==> src/rtl/adc_input_multi_pkg.sv <==
// Shared constants for the multi-ADC serial reader.
//   MS_*        : main command state-machine codes that sequence the transfer
//   FMT_*       : output word format selector (raw offset-binary or two's-complement)
//   lane_phase_e: transfer phase, tracked once for all lanes
package adc_input_multi_pkg;

  localparam logic [31:0] MS_WAIT    = 32'd99;
  localparam logic [31:0] MS_CLK1_A  = 32'd100;
  localparam logic [31:0] MS_CLK18_C = 32'd170;

  localparam int FMT_RAW  = 0;
  localparam int FMT_TWOS = 1;

  typedef enum logic [1:0] {
    PH_IDLE,
    PH_ARM,
    PH_SHIFT,
    PH_PUBLISH
  } lane_phase_e;

endpackage

==> src/rtl/adc_input_multi_if.sv <==
// Bus between the frame sequencer and the ADC reader.
//   master: drives main_state/channel/adc_enable and the ADC serial data
//   slave : the reader; returns CS/SCLK, the completed words, valid strobe, count
interface adc_input_multi_if #(
  parameter int NUM_ADC  = 8,
  parameter int ADC_BITS = 16
);
  logic [31:0]                  main_state;
  logic [5:0]                   channel;
  logic [NUM_ADC-1:0]           adc_enable;
  logic [NUM_ADC-1:0]           ADC_DOUT;
  logic [NUM_ADC-1:0]           ADC_CS;
  logic                         ADC_SCLK;
  logic [NUM_ADC*ADC_BITS-1:0]  ADC_data;
  logic                         data_valid;
  logic [15:0]                  conv_count;

  modport master (
    output main_state, channel, adc_enable, ADC_DOUT,
    input  ADC_CS, ADC_SCLK, ADC_data, data_valid, conv_count
  );

  modport slave (
    input  main_state, channel, adc_enable, ADC_DOUT,
    output ADC_CS, ADC_SCLK, ADC_data, data_valid, conv_count
  );
endinterface

==> src/rtl/adc_input_multi_shift_lane.sv <==
// One ADC lane: enable latch, MSB-first shift register and output word.
//   arm      : channel 0 slot; latch en_in, clear the shift register
//   shift_en : channel 1..ADC_BITS slot; bit_sel is the bit written this slot
//   done     : last bit slot; publish {shift, dout} to data
//   en_q     : latched enable, held for the whole frame
//   data     : last completed word (held while the lane is disabled)
module adc_shift_lane
  import adc_input_multi_pkg::*;
#(
  parameter int ADC_BITS  = 16,
  parameter int TWOS_COMP = FMT_RAW
) (
  input  logic                dataclk,
  input  logic                reset,
  input  logic                arm,
  input  logic                shift_en,
  input  logic                done,
  input  logic [5:0]          bit_sel,
  input  logic                en_in,
  input  logic                dout,
  output logic                en_q,
  output logic [ADC_BITS-1:0] data
);

  localparam logic [ADC_BITS-1:0] MSB_FLIP =
    (TWOS_COMP == FMT_TWOS) ? {1'b1, {(ADC_BITS-1){1'b0}}} : '0;

  logic [ADC_BITS-1:0] shreg;

  always_ff @(posedge dataclk or posedge reset) begin
    if (reset) begin
      en_q  <= 1'b0;
      shreg <= '0;
      data  <= '0;
    end else if (arm) begin
      en_q  <= en_in;
      shreg <= '0;
    end else if (shift_en && en_q) begin
      for (int i = 0; i < ADC_BITS; i++)
        if (bit_sel == 6'(i)) shreg[i] <= dout;
      // The LSB arrives on the completing edge, so merge it directly.
      if (done) data <= {shreg[ADC_BITS-1:1], dout} ^ MSB_FLIP;
    end
  end

endmodule

==> src/rtl/adc_input_multi.sv <==
// Parallel reader for NUM_ADC AD7980-class serial ADCs sharing one SCLK.
//   dataclk, reset : clock, async active-high reset
//   bus (slave)    : main_state/channel sequencing, adc_enable, ADC_DOUT in;
//                    ADC_CS, ADC_SCLK, ADC_data, data_valid, conv_count out
// data_valid pulses and conv_count steps one edge after a word is published.
module adc_input_multi
  import adc_input_multi_pkg::*;
#(
  parameter int          NUM_ADC    = 8,
  parameter int          ADC_BITS   = 16,
  parameter int          TWOS_COMP  = FMT_RAW,
  parameter logic [31:0] ms_wait    = MS_WAIT,
  parameter logic [31:0] ms_clk1_a  = MS_CLK1_A,
  parameter logic [31:0] ms_clk18_c = MS_CLK18_C
) (
  input logic dataclk,
  input logic reset,
  adc_input_multi_if.slave bus
);

  localparam logic [5:0] BITS6 = 6'(ADC_BITS);

  logic                               ms_clk1, arm, shift_en, done;
  logic [5:0]                         bit_sel;
  logic [NUM_ADC-1:0]                 en_q;
  logic [NUM_ADC-1:0][ADC_BITS-1:0]   lane_data;
  logic [NUM_ADC-1:0]                 cs_q;
  logic                               sclk_q, valid_q, pub;
  logic [15:0]                        cnt_q;
  lane_phase_e                        ph, ph_nxt;

  assign ms_clk1  = (bus.main_state == ms_clk1_a);
  assign arm      = ms_clk1 && (bus.channel == 6'd0);
  assign shift_en = ms_clk1 && (bus.channel != 6'd0) && (bus.channel <= BITS6);
  assign done     = ms_clk1 && (bus.channel == BITS6);
  assign bit_sel  = BITS6 - bus.channel;

  for (genvar k = 0; k < NUM_ADC; k++) begin : g_lane
    adc_shift_lane #(.ADC_BITS(ADC_BITS), .TWOS_COMP(TWOS_COMP)) u_lane (
      .dataclk  (dataclk),
      .reset    (reset),
      .arm      (arm),
      .shift_en (shift_en),
      .done     (done),
      .bit_sel  (bit_sel),
      .en_in    (bus.adc_enable[k]),
      .dout     (bus.ADC_DOUT[k]),
      .en_q     (en_q[k]),
      .data     (lane_data[k])
    );
  end

  // CS / SCLK follow the slot; CS at channel 0 uses the enables being latched now.
  always_ff @(posedge dataclk or posedge reset) begin
    if (reset) begin
      cs_q   <= '1;
      sclk_q <= 1'b0;
    end else if (bus.main_state == ms_wait) begin
      cs_q   <= '1;
      sclk_q <= 1'b0;
    end else if (ms_clk1) begin
      if (bus.channel == 6'd0) begin
        cs_q   <= ~bus.adc_enable;
        sclk_q <= 1'b0;
      end else if (bus.channel <= BITS6) begin
        cs_q   <= ~en_q;
        sclk_q <= 1'b1;
      end else begin
        cs_q   <= '1;
        sclk_q <= 1'b0;
      end
    end else if (bus.main_state == ms_clk18_c) begin
      sclk_q <= 1'b0;
    end
  end

  // Phase FSM: state register
  always_ff @(posedge dataclk or posedge reset) begin
    if (reset) ph <= PH_IDLE;
    else       ph <= ph_nxt;
  end

  // Phase FSM: next state. Completion wins; with no lane enabled nothing publishes.
  always_comb begin
    ph_nxt = ph;
    if (done && |en_q)  ph_nxt = PH_PUBLISH;
    else if (arm)       ph_nxt = PH_ARM;
    else begin
      case (ph)
        PH_ARM:     if (shift_en) ph_nxt = PH_SHIFT;
        PH_SHIFT:   if (bus.main_state == ms_wait) ph_nxt = PH_IDLE;
        PH_PUBLISH: ph_nxt = PH_IDLE;
        default:    ph_nxt = ph;
      endcase
    end
  end

  // Phase FSM: outputs
  always_comb begin
    pub = (ph == PH_PUBLISH);
  end

  always_ff @(posedge dataclk or posedge reset) begin
    if (reset) begin
      valid_q <= 1'b0;
      cnt_q   <= '0;
    end else begin
      valid_q <= pub;
      cnt_q   <= cnt_q + 16'(pub);
    end
  end

  assign bus.ADC_CS     = cs_q;
  assign bus.ADC_SCLK   = sclk_q;
  assign bus.ADC_data   = lane_data;
  assign bus.data_valid = valid_q;
  assign bus.conv_count = cnt_q;

endmodule

==> src/flat_wrapper.sv <==
// flat-port wrapper written by rule: the top's interface ports become plain ports
module adc_input_multi_flat import adc_input_multi_pkg::*;
#(
  parameter int          NUM_ADC    = 8,
  parameter int          ADC_BITS   = 16,
  parameter int          TWOS_COMP  = FMT_RAW,
  parameter logic [31:0] ms_wait    = MS_WAIT,
  parameter logic [31:0] ms_clk1_a  = MS_CLK1_A,
  parameter logic [31:0] ms_clk18_c = MS_CLK18_C
)
  (dataclk, reset, bus_main_state, bus_channel, bus_adc_enable, bus_ADC_DOUT, bus_ADC_CS, bus_ADC_SCLK, bus_ADC_data, bus_data_valid, bus_conv_count);
  adc_input_multi_if #(.NUM_ADC(NUM_ADC), .ADC_BITS(ADC_BITS)) bus_i ();
  input logic dataclk;
  input logic reset;
  input wire logic [$bits(bus_i.main_state)-1:0] bus_main_state;
  input wire logic [$bits(bus_i.channel)-1:0] bus_channel;
  input wire logic [$bits(bus_i.adc_enable)-1:0] bus_adc_enable;
  input wire logic [$bits(bus_i.ADC_DOUT)-1:0] bus_ADC_DOUT;
  output wire logic [$bits(bus_i.ADC_CS)-1:0] bus_ADC_CS;
  output wire logic [$bits(bus_i.ADC_SCLK)-1:0] bus_ADC_SCLK;
  output wire logic [$bits(bus_i.ADC_data)-1:0] bus_ADC_data;
  output wire logic [$bits(bus_i.data_valid)-1:0] bus_data_valid;
  output wire logic [$bits(bus_i.conv_count)-1:0] bus_conv_count;
  assign bus_i.main_state = bus_main_state;
  assign bus_i.channel = bus_channel;
  assign bus_i.adc_enable = bus_adc_enable;
  assign bus_i.ADC_DOUT = bus_ADC_DOUT;
  assign bus_ADC_CS = bus_i.ADC_CS;
  assign bus_ADC_SCLK = bus_i.ADC_SCLK;
  assign bus_ADC_data = bus_i.ADC_data;
  assign bus_data_valid = bus_i.data_valid;
  assign bus_conv_count = bus_i.conv_count;
  adc_input_multi #(.NUM_ADC(NUM_ADC), .ADC_BITS(ADC_BITS), .TWOS_COMP(TWOS_COMP), .ms_wait(ms_wait), .ms_clk1_a(ms_clk1_a), .ms_clk18_c(ms_clk18_c)) u_core (.dataclk(dataclk), .reset(reset), .bus(bus_i));
endmodule
==> config.mk <==
export PLATFORM = sky130hd
export DESIGN_NAME = adc_input_multi_flat
export DESIGN_NICKNAME = d
export VERILOG_FILES = /design/src/rtl/adc_input_multi_pkg.sv /design/src/rtl/adc_input_multi_if.sv /design/src/rtl/adc_input_multi_shift_lane.sv /design/src/rtl/adc_input_multi.sv /design/src/flat_wrapper.sv
export SDC_FILE = /design/constraint.sdc
export NUM_CORES = 1
export LEC_CHECK = 0
export CORE_MARGIN = 3
export CORE_UTILIZATION = 30
export DETAILED_ROUTE_END_ITERATION = 10
export SYNTH_ARGS = -nofsm -noshare
export SYNTH_HDL_FRONTEND = slang
export SYNTH_SLANG_ARGS = --single-unit
==> constraint.sdc <==
create_clock -name dataclk -period 24.2 [get_ports dataclk]
set_input_delay 2.42 -clock dataclk [delete_from_list [all_inputs] [get_ports dataclk]]
set_output_delay 2.42 -clock dataclk [all_outputs]
set_load 0.01 [all_outputs]
==> out/results.txt, run 1 <==
Status: finished, final reports clean
F_max: 182 MHz
Via count of the routed design: 8866
Sequential cell area: 7120 sq um
Sw Ratio: 21.8%
Post-synth EDFFs: 0
Grt total ovfl: 0
Worst VDD drop: 48.3 uV
Iter 0 DRT Violations: 536
Worst-Skew Late Latency: 560 ps
Synth-to-layout area growth: 28.4%
Critical path required time: 24590 ps
Synth Register Bits: 284
Clock network fraction of total power: 47.9%
Post-CTS setup buffers: 0
CTS clk-pin slew, worst paths: 60 ps
Post-Synth Adder-Cell Area: 0.507%
Initial Utilization: 30.7%
Max Cap Viol: 0
Synthesized area per cell: 11.9 sq um
Commonest non-fill, non-tap cells in the layout: dfrtp_1 (276), clkdlybuf4s50_1 (209), mux2_2 (151)
Share of cells above drive strength 1: 19.0%
Yosys cell types: 49
Routing usage on met1: 22.9%
Fillers: 3889
Critical path class: in2reg
Post-synthesis xor/xnor area fraction: 0.993%
Arrival @ worst endpoint: 5870 ps
Min Tclk post-route: 5480 ps
Die Wd: 209 um
Cell internal pwr: 0.000755 W
Fin. Hold Viols: 0
Non-filler instance count after layout: 1763
Post-synthesis simple-gate area fraction: 6.95%
Leading area contributor after synthesis: dfrtp_1
Die ar.: 43600 sq um
Area of the mapped netlist: 12300 sq um
Clock root cell: clkbuf_16
Setup violations, final: 0
Setup TNS: 0 ps
Gr usage total: 15.9%
Main flop type after synthesis: dfrtp_1
Switch Pwr: 0.000211 W
Yosys warns: 0
Final Max Tran Viols: 0
TritonCTS clock tree: built
Post-synthesis compound-gate area fraction: 13.7%
Min-delay worst type: reg2reg
Cts repair resizes: 0
Synthesized Nets: 1096
Synthesized instance count: 1035
Ys async rst share: 100%
Critical Path Sink Type: register
Worst relative slew slack: 24.9%
FP Rows: 73
Hold slack: 466 ps
Reg2Reg Depth: 7
Detailed Place HPWL: 23.3 mm
I/O Buffers: 209
# diodes: 0
TritonCTS Buffers: 31
Met3 Use GR: 2.57%
Seq/Total Area, Yosys: 57.7%
Mux contribution to synthesized area: 13.9%
Period utilization: 22.6%
Post-CTS Hold Buffers: 0
Largest family of logic cells by synthesized area: multiplexers
DR DRC count: 0
Number of routed nets with antenna violations: 0
Worst setup path end: u_core.g_lane[3].u_lane.shreg[6]$_DFFE_PP0P_
CTS max path bufs: 3
WL per Instance: 20.2 um
P per Cell Area: 61.0 nW/um^2
Sequential Power Share: 49.2%
Vias in the first global route: 9203
Met2 usage in global routing: 25.4%
Die height: 209 um
Most common cell after layout, fill and taps aside: dfrtp_1
Pleak: 7.21 nW
Placer congestion estimate: 0.743
FF-to-FF setup slack: 22190 ps
Worst Setup Start Kind: input pin
Slew @ Worst Pin: 1130 ps
Core area: 40200 sq um
Leading post-synthesis cells by cell area: dfrtp_1 (56%), mux2_2 (14%), a211oi_1 (6.8%), o22ai_1 (4.9%), inv_1 (3.3%)
Largest net degree at the start of global routing: 165
Initial antenna violation count: 0
Pre-antenna DRT Iters: 5
Power share of the combinational group: 2.9%
Origin of the worst setup path: bus_channel[2]
Global-route wire length before repair: 55.6 mm
Clk sink count: 284
Worst reg2reg endpoint: u_core.bus.conv_count[12]$_DFF_PP0_
Placed cell count: 1707
Crit Reg-Reg Startpoint: u_core.ph[0]$_DFFE_PP0P_
Vias per cell: 5.03
Worst Skew: 15.8 ps
GRT busiest layer: met2
Nets@finish: 1276
H-tree levels: 1
Area of the multi-input gates: 4460 sq um
WL final: 35.5 mm
RSZ-0062 raised after global routing: false
I/O pin count: 210
Synth top area share: 56.0%
Crit Path Max Fanout: 81
synthesized netlist by cell type (all sizes together), types with 3 or more instances:
master / number
xnor2: 10
mux2: 151
a21o: 3
or4: 4
nor2: 26
nor4: 10
inv: 109
o22ai: 97
dfrtp: 276
nor2b: 3
nand2b: 7
nand2: 36
nand3: 19
ha: 5
dfstp: 8
and4: 3
a221o: 8
o21ai: 11
clkbuf: 47
buf: 27
a211oi: 111
xor2: 4
and2: 7
nand4: 19
a21oi: 5
and3: 4
per-stage QoR:
stage | setup slack [ps] | power (W) | area, sq um | util, %
6_report | 18720 | 0.000966 | 15800 | 39.4
5_1_grt | 18520 | 0.00100 | 15800 | 39.4
4_1_cts | 18760 | 0.000981 | 15800 | 39.4
3_5_place_dp | 18120 | 0.000512 | 14800 | 36.9
3_3_place_gp | 18220 | 0.000512 | 14800 | 36.9
2_1_floorplan | 13960 | 0.000496 | 12300 | -
worst min-delay path by stage:
stage / from / to / slack [ps] / cells past startpoint
3_3_place_gp: u_core.bus.conv_count[15]$_DFF_PP0_ / u_core.bus.conv_count[15]$_DFF_PP0_ / 460 / 1
5_1_grt: u_core.bus.ADC_CS[4]$_DFFE_PP1P_ / u_core.bus.ADC_CS[4]$_DFFE_PP1P_ / 510 / 2
2_1_floorplan: u_core.g_lane[4].u_lane.shreg[8]$_DFFE_PP0P_ / u_core.g_lane[4].u_lane.shreg[8]$_DFFE_PP0P_ / 460 / 2
4_1_cts: u_core.bus.conv_count[15]$_DFF_PP0_ / u_core.bus.conv_count[15]$_DFF_PP0_ / 470 / 1
3_5_place_dp: u_core.bus.conv_count[15]$_DFF_PP0_ / u_core.bus.conv_count[15]$_DFF_PP0_ / 470 / 1
6_report: u_core.bus.conv_count[15]$_DFF_PP0_ / u_core.bus.conv_count[15]$_DFF_PP0_ / 470 / 1
critical path: stages:
cell             delay (ps)
clkdlybuf4s50_1         560
or4_1                   650
nor2_2                  770
nand4_1                 210
buf_4                   410
nand4_1                 620
o22ai_1                 180
power by group through the flow:
stage               clock network, W  registers [W]   logic, W
finish                      0.000463       0.000475  0.0000277
detailed placement                 0       0.000484  0.0000287
global placement                   0       0.000484  0.0000283
global route                0.000495       0.000475  0.0000310
CTS                         0.000477       0.000475  0.0000287
floorplan                          0       0.000484  0.0000119
sequential cells by signal (all words and copies together), names as in the netlist:
signal and cells:
u_core.g_lane.u_lane.data 128, u_core.g_lane.u_lane.en_q 8, u_core.bus.ADC_CS 8, u_core.g_lane.u_lane.shreg 120, u_core.ph 2, u_core.bus.data_valid 1, u_core.bus.conv_count 16, u_core.bus.ADC_SCLK 1
layout make-up:
cell class	instances	share of cell area, %
Clock buffer	48	5.80
Tap cell	525	4.15
Timing Repair Buffer	221	13.9
Sequential cell	284	44.9
Inverter	109	2.63
Multi-Input combinational cell	568	28.2
Clock inverter	8	0.482
routing by layer:
layer  up-vias  routed length (um)
met5         -                   0
met3        57                1600
met1      4464               16900
met4         0                 800
met2       232               16300
li1       4113                   -
logic make-up (layout without fill, tap and decap cells):
| logic type | count (synthesis) | in the layout |
|---|---|---|
| xor+xnor | 14 | 14 |
| flops | 284 | 284 |
| simple gates | 153 | 153 |
| compound gates | 243 | 243 |
| fa+ha+maj | 5 | 5 |
| mux | 153 | 153 |
| buf+inv | 183 | 386 |
Power figures use the tool's default switching activity.
==> run 2, diff against run 1 <==
==> constraint.sdc (replaced) <==
create_clock -name dataclk -period 5.1 [get_ports dataclk]
set_input_delay 0.51 -clock dataclk [delete_from_list [all_inputs] [get_ports dataclk]]
set_output_delay 0.51 -clock dataclk [all_outputs]
set_load 0.01 [all_outputs]
==> run 2 against run 1 <==
  * Sequential share of layout area decreased by 0.71 points
  * Non-clock buffer count increased by 6
  * Core utilization increased by 0.63 points
  * Critical path depth unchanged
  * Largest power group is now clock
  * Wire length decreased by 0.48%
  * Flip-flop and latch count unchanged
  * Final area increased by 1.6%
  * Setup slack got worse by 17000 ps
  * Critical path type unchanged
  * Global-route usage decreased by 0.14 points
  * Clock skew decreased by 2.6 ps
  * Combinational power increased to 4.7 times the previous value
  * First-iteration DRC count increased by 5.6%
==> out/results.txt, run 2 (synthesis results as in run 1) <==
F_max: 278 MHz
Die height: 209 um (unchanged)
Grt total ovfl: 0 (unchanged)
DR DRC count: 0 (unchanged)
Setup TNS: 0 ps (unchanged)
Critical path required time: 5460 ps (was 24590 ps)
TritonCTS clock tree: built (unchanged)
Reg2Reg Depth: 7 (unchanged)
Number of routed nets with antenna violations: 0 (unchanged)
Status: finished, final reports clean (unchanged)
Share of cells above drive strength 1: 19.9% (was 19.0%)
RSZ-0062 raised after global routing: false (unchanged)
Nets@finish: 1285 (was 1276)
Fin. Hold Viols: 0 (unchanged)
Clock root cell: clkbuf_16 (unchanged)
Hold slack: 482 ps (was 466 ps)
P per Cell Area: 305 nW/um^2 (was 61.0 nW/um^2)
Initial antenna violation count: 3 (was 0)
Reg with most FFs: u_core.g_lane.u_lane.data (unchanged)
Period utilization: 70.5%
Hold Startpoint: u_core.bus.conv_count[15]$_DFF_PP0_ (unchanged)
Vias per cell: 5.05 (was 5.03)
CP max-delay cell: nor2_2 (unchanged)
Detailed Place HPWL: 23.4 mm (was 23.3 mm)
I/O Buffers: 209 (unchanged)
I/O pin count: 210 (unchanged)
Area of the multi-input gates: 4460 sq um (unchanged)
Commonest non-fill, non-tap cells in the layout: dfrtp_1 (276), clkdlybuf4s50_1 (209), mux2_2 (151) (unchanged)
Cts repair resizes: 0 (unchanged)
Setup violations, final: 0 (unchanged)
Bufs and invs on worst path: 2 (unchanged)
Core area: 40200 sq um (unchanged)
Worst reg2reg endpoint: u_core.bus.conv_count[12]$_DFF_PP0_ (unchanged)
Die Wd: 209 um (unchanged)
Tot Pwr: 0.00491 W (was 0.000966 W)
CTS clk-pin slew, worst paths: 60 ps (about the same)
Worst Hold Endpoint: u_core.bus.conv_count[15]$_DFF_PP0_ (unchanged)
Placer congestion estimate: 0.716 (was 0.743)
WL final: 35.4 mm (was 35.5 mm)
Worst relative slew slack: 25.4% (was 24.9%)
FF-to-FF setup slack: 3100 ps (was 22190 ps)
Origin of the worst setup path: bus_channel[3] (was bus_channel[2])
Final Max Tran Viols: 0 (unchanged)
Die ar.: 43600 sq um (unchanged)
H-tree levels: 2 (was 1)
Post-CTS Hold Buffers: 0 (unchanged)
Synth-to-layout area growth: 30.4% (was 28.4%)
Top delay family on crit path: simple AND/OR/NAND/NOR gates (unchanged)
CTS max path bufs: 3 (unchanged)
WHS Path Cells: 1 (unchanged)
TritonCTS Buffers: 34 (was 31)
Worst Skew: 13.2 ps (was 15.8 ps)
Iter 0 DRT Violations: 566 (was 536)
WL per Instance: 19.9 um (was 20.2 um)
Max Cap Viol: 0 (unchanged)
Gr usage total: 15.8% (was 15.9%)
Fillers: 3878 (was 3889)
Min-delay worst type: reg2reg (unchanged)
Most common cell after layout, fill and taps aside: dfrtp_1 (unchanged)
Largest net degree at the start of global routing: 175 (was 165)
Slew @ Worst Pin: 1110 ps (was 1130 ps)
Flip-flop count of the largest register after layout: 128 (unchanged)
Crit path largest cell delay: 730 ps (was 770 ps)
Global-route wire length before repair: 54.5 mm (was 55.6 mm)
Sequential cell area: 7120 sq um (unchanged)
Critical path class: in2reg (unchanged)
Vias in the first global route: 8977 (was 9203)
Clk sink count: 284 (unchanged)
Pleak: 7.34 nW (was 7.21 nW)
Worst Setup Start Kind: input pin (unchanged)
Worst path cell trace: clkdlybuf4s50_1, or4_1, nor2_2, nand4_1, buf_12, nand4_1, o22ai_1 (was clkdlybuf4s50_1, or4_1, nor2_2, nand4_1, buf_4, nand4_1, o22ai_1)
Worst-Skew Late Latency: 510 ps (was 560 ps)
Min Tclk post-route: 3600 ps
Pre-antenna DRT Iters: 5 (unchanged)
Worst VDD drop: 159 uV (was 48.3 uV)
Crit Path Max Fanout: 104 (was 81)
Crit Reg-Reg Startpoint: u_core.ph[0]$_DFFE_PP0P_ (unchanged)
Initial Utilization: 30.7% (unchanged)
Crit path top cell by count: nand4_1 (unchanged)
Post-CTS setup buffers: 0 (unchanged)
Via count of the routed design: 8957 (was 8866)
Critical Path Sink Type: register (unchanged)
FP Rows: 73 (unchanged)
Arrival @ worst endpoint: 3960 ps (was 5870 ps)
run 2: routing by layer:
metal | part of all wire (%) | up-vias | wire length (um) | GRT usage [%]
met5 | 0.076 | - | 27 | 0
met4 | 2.6 | 4 | 906 | 4.99
met3 | 6.5 | 60 | 2290 | 3.96
met1 | 46 | 4446 | 16300 | 22.2
met2 | 45 | 295 | 15800 | 24.0
li1 | - | 4152 | - | -
run 2: worst max-delay path by stage:
stage / endpoint / cells past startpoint / slack [ps]
global placement: u_core.g_lane[3].u_lane.shreg[6]$_DFFE_PP0P_ / 7 / 1180
floorplan: u_core.bus.ADC_SCLK$_DFFE_PP0P_ / 1 / 830
global route: u_core.g_lane[5].u_lane.shreg[7]$_DFFE_PP0P_ / 7 / 1380
CTS: u_core.g_lane[3].u_lane.shreg[6]$_DFFE_PP0P_ / 7 / 1640
finish: u_core.g_lane[5].u_lane.shreg[7]$_DFFE_PP0P_ / 7 / 1500
detailed placement: u_core.g_lane[3].u_lane.shreg[6]$_DFFE_PP0P_ / 7 / 1080
run 2: stage by stage:
| step | utilization, % | instances | cell area, sq um | worst slack, ps |
|---|---|---|---|---|
| after CTS | 40.0 | 1774 | 16100 | 1640 |
| after detailed placement | 37.1 | 1713 | 14900 | 1080 |
| after floorplan | - | 1035 | 12300 | 833 |
| after global routing | 40.0 | 1775 | 16100 | 1380 |
| final | 40.0 | 1775 | 16100 | 1500 |
| after global placement | 37.1 | 1713 | 14900 | 1180 |
run 2: area by class of cell:
cell class / count / share of cell area (%)
Tap cell: 525 / 4.08
Clock inverter: 11 / 0.840
Antenna cell: 1 / 0.0155
Multi-Input combinational cell: 568 / 27.7
Timing Repair Buffer: 227 / 14.1
Sequential cell: 284 / 44.2
Clock buffer: 50 / 6.49
Inverter: 109 / 2.57
run 2: report_power, final:
group | internal (W) | total (W) | switching, W
Sequential | 0.00225 | 0.00225 | 0.000000000445
Combinational | 0.0000493 | 0.000131 | 0.0000817
Clock | 0.00157 | 0.00252 | 0.000948
==> run 3, diff against run 2 <==
==> constraint.sdc (replaced) <==
create_clock -name dataclk -period 3.5 [get_ports dataclk]
set_input_delay 0.35 -clock dataclk [delete_from_list [all_inputs] [get_ports dataclk]]
set_output_delay 0.35 -clock dataclk [all_outputs]
set_load 0.01 [all_outputs]
==> run 3 against run 2 <==
  * Largest power group unchanged
  * Register-to-register slack worse by 1600 ps
  * Via count is 1.3% higher
  * Clock skew is 3.5 ps higher
  * Flip-flop and latch count stayed put
  * Critical endpoint unchanged
  * Count of clock-buffer cells in the layout is 8 lower
  * Final area is 1.2% higher
  * Highest routed layer unchanged
==> out/results.txt, run 3 (synthesis results as in run 1) <==
Gr usage total: 16.0% (was 15.8%)
H-tree levels: 1 (was 2)
Via count of the routed design: 9071 (was 8957)
Worst setup margin: 895 ps (was 1500 ps)
Period utilization: 74.4%
Global-route wire length before repair: 55.3 mm (was 54.5 mm)
Post-CTS setup buffers: 0 (unchanged)
Min-delay worst type: in2async (was reg2reg)
Grt total ovfl: 0 (unchanged)
Worst-Skew Late Latency: 570 ps (was 510 ps)
Most common cell after layout, fill and taps aside: dfrtp_1 (unchanged)
Pre-CTS setup slack: 327 ps (was 1080 ps)
Hold slack: 184 ps (was 482 ps)
Die Wd: 209 um (unchanged)
Iter 0 DRT Violations: 422 (was 566)
DR DRC count: 0 (unchanged)
Vias in the first global route: 9111 (was 8977)
Critical path required time: 3930 ps (was 5460 ps)
Switch Pwr: 0.00149 W (was 0.00103 W)
TritonCTS Buffers: 31 (was 34)
Pre-antenna DRT Iters: 4 (was 5)
Crit path largest cell delay: 510 ps (was 730 ps)
Clock network fraction of total power: 50.3% (was 51.4%)
Share of cells above drive strength 1: 22.0% (was 19.9%)
Pleak: 7.46 nW (was 7.34 nW)
WL final: 35.8 mm (was 35.4 mm)
Crit Reg-Reg Startpoint: u_core.ph[1]$_DFFE_PP0P_ (was u_core.ph[0]$_DFFE_PP0P_)
Largest net degree at the start of global routing: 106 (was 175)
Nets@finish: 1315 (was 1285)
Sw Ratio: 21.3% (was 21.0%)
Crit Path Max Fanout: 68 (was 104)
Post-CTS Hold Buffers: 0 (unchanged)
Setup violations, final: 0 (unchanged)
Critical path class: in2reg (unchanged)
Initial antenna violation count: 2 (was 3)
Max Cap Viol: 0 (unchanged)
# diodes: 0 (was 1)
Placed Area: 15200 sq um (was 14900 sq um)
CP max-delay cell: or3b_2 (was nor2_2)
Die ar.: 43600 sq um (unchanged)
Worst VDD drop: 289 uV (was 159 uV)
Cell internal pwr: 0.00552 W (was 0.00388 W)
Final Cell Area: 16300 sq um (was 16100 sq um)
Fin. Hold Viols: 0 (unchanged)
Worst Skew: 16.8 ps (was 13.2 ps)
Clock root cell: clkbuf_16 (unchanged)
CTS max path bufs: 3 (unchanged)
Flip-flop count of the largest register after layout: 128 (unchanged)
Cts repair resizes: 0 (unchanged)
Status: finished, final reports clean (unchanged)
Clk sink count: 284 (unchanged)
Arrival @ worst endpoint: 3030 ps (was 3960 ps)
Slew @ Worst Pin: 1100 ps (was 1110 ps)
Core area: 40200 sq um (unchanged)
Origin of the worst setup path: bus_main_state[6] (was bus_channel[3])
WL per Instance: 19.9 um (about the same)
RSZ-0062 raised after global routing: false (unchanged)
Sequential Power Share: 46.8% (was 46.0%)
Worst path cell trace: clkdlybuf4s50_1, or3b_2, nor2_1, nand4_1, buf_12, buf_4, nand4_1, buf_4, o22ai_1 (was clkdlybuf4s50_1, or4_1, nor2_2, nand4_1, buf_12, nand4_1, o22ai_1)
TritonCTS clock tree: built (unchanged)
CTS clk-pin slew, worst paths: 60 ps (about the same)
Reg with most FFs: u_core.g_lane.u_lane.data (unchanged)
I/O Buffers: 209 (unchanged)
I/O pin count: 210 (unchanged)
Worst relative slew slack: 26.3% (was 25.4%)
Placer congestion estimate: 0.748 (was 0.716)
Min Tclk post-route: 2600 ps
Commonest non-fill, non-tap cells in the layout: dfrtp_1 (276), clkdlybuf4s50_1 (209), mux2_2 (151) (unchanged)
Critical Path Sink Type: register (unchanged)
Power share of the combinational group: 2.9% (was 2.7%)
P per Cell Area: 431 nW/um^2 (was 305 nW/um^2)
FP Rows: 73 (unchanged)
Detailed Place HPWL: 24.6 mm (was 23.4 mm)
Number of routed nets with antenna violations: 0 (unchanged)
F_max: 384 MHz
Final Max Tran Viols: 0 (unchanged)
Worst Setup Start Kind: input pin (unchanged)
Vias per cell: 5.03 (was 5.05)
Initial Utilization: 30.7% (unchanged)
Synth-to-layout area growth: 32.0% (was 30.4%)
Die height: 209 um (unchanged)
-- run 3: final timing paths --
check / end / cells after the start / slack, ps
worst max-delay path: u_core.g_lane[5].u_lane.shreg[7]$_DFFE_PP0P_ / 9 / 900
worst min-delay path: u_core.g_lane[4].u_lane.data[6]$_DFFE_PP0P_ / 2 / 180
worst max register to register: u_core.bus.conv_count[12]$_DFF_PP0_ / 7 / 1490
worst min register to register: u_core.bus.conv_count[15]$_DFF_PP0_ / 1 / 470
max in group asynchronous: u_core.g_lane[3].u_lane.data[10]$_DFFE_PP0P_ / 3 / 2310
min in group dataclk: u_core.g_lane[4].u_lane.en_q$_DFFE_PP0P_ / 2 / 450
-- run 3: metal layers --
metal	up-vias	track usage [%]	wire length, um
met5	-	0	20
met2	275	25.9	16900
met3	51	2.81	1920
li1	4208	-	-
met4	4	3.86	634
met1	4533	22.3	16300
-- run 3: cell type report --
class                      instances  area, sq um
fill                            3869        23900
timing repair buffer             260         2520
inverter                         109          413
clock inverter                    16          224
clock buffer                      42          897
tap                              525          657
sequential                       284         7120
multi-input combinational        568         4460
-- run 3: critical path, delay by kind of cell --
family | cells | cell delay [ps]
AO/OA/AOI/OAI | 1 | 90
buffers and inverters | 4 | 1230
AND/OR/NAND/NOR | 4 | 1280
-- run 3: power groups by stage --
stage | logic, W | registers (W) | clock network (W)
global route | 0.000226 | 0.00328 | 0.00375
CTS | 0.000209 | 0.00328 | 0.00363
detailed placement | 0.000209 | 0.00334 | 0
finish | 0.000203 | 0.00328 | 0.00353
floorplan | 0.0000828 | 0.00335 | 0
global placement | 0.000206 | 0.00334 | 0
-- run 3: through the flow --
step	power, W	utilization (%)	instances	TNS [ps]
floorplan	0.00343	-	1035	-167460
global placement	0.00355	37.8	1746	0
detailed placement	0.00355	37.8	1746	0
CTS	0.00713	40.5	1804	0
global route	0.00726	40.5	1804	0
finish	0.00702	40.5	1804	0
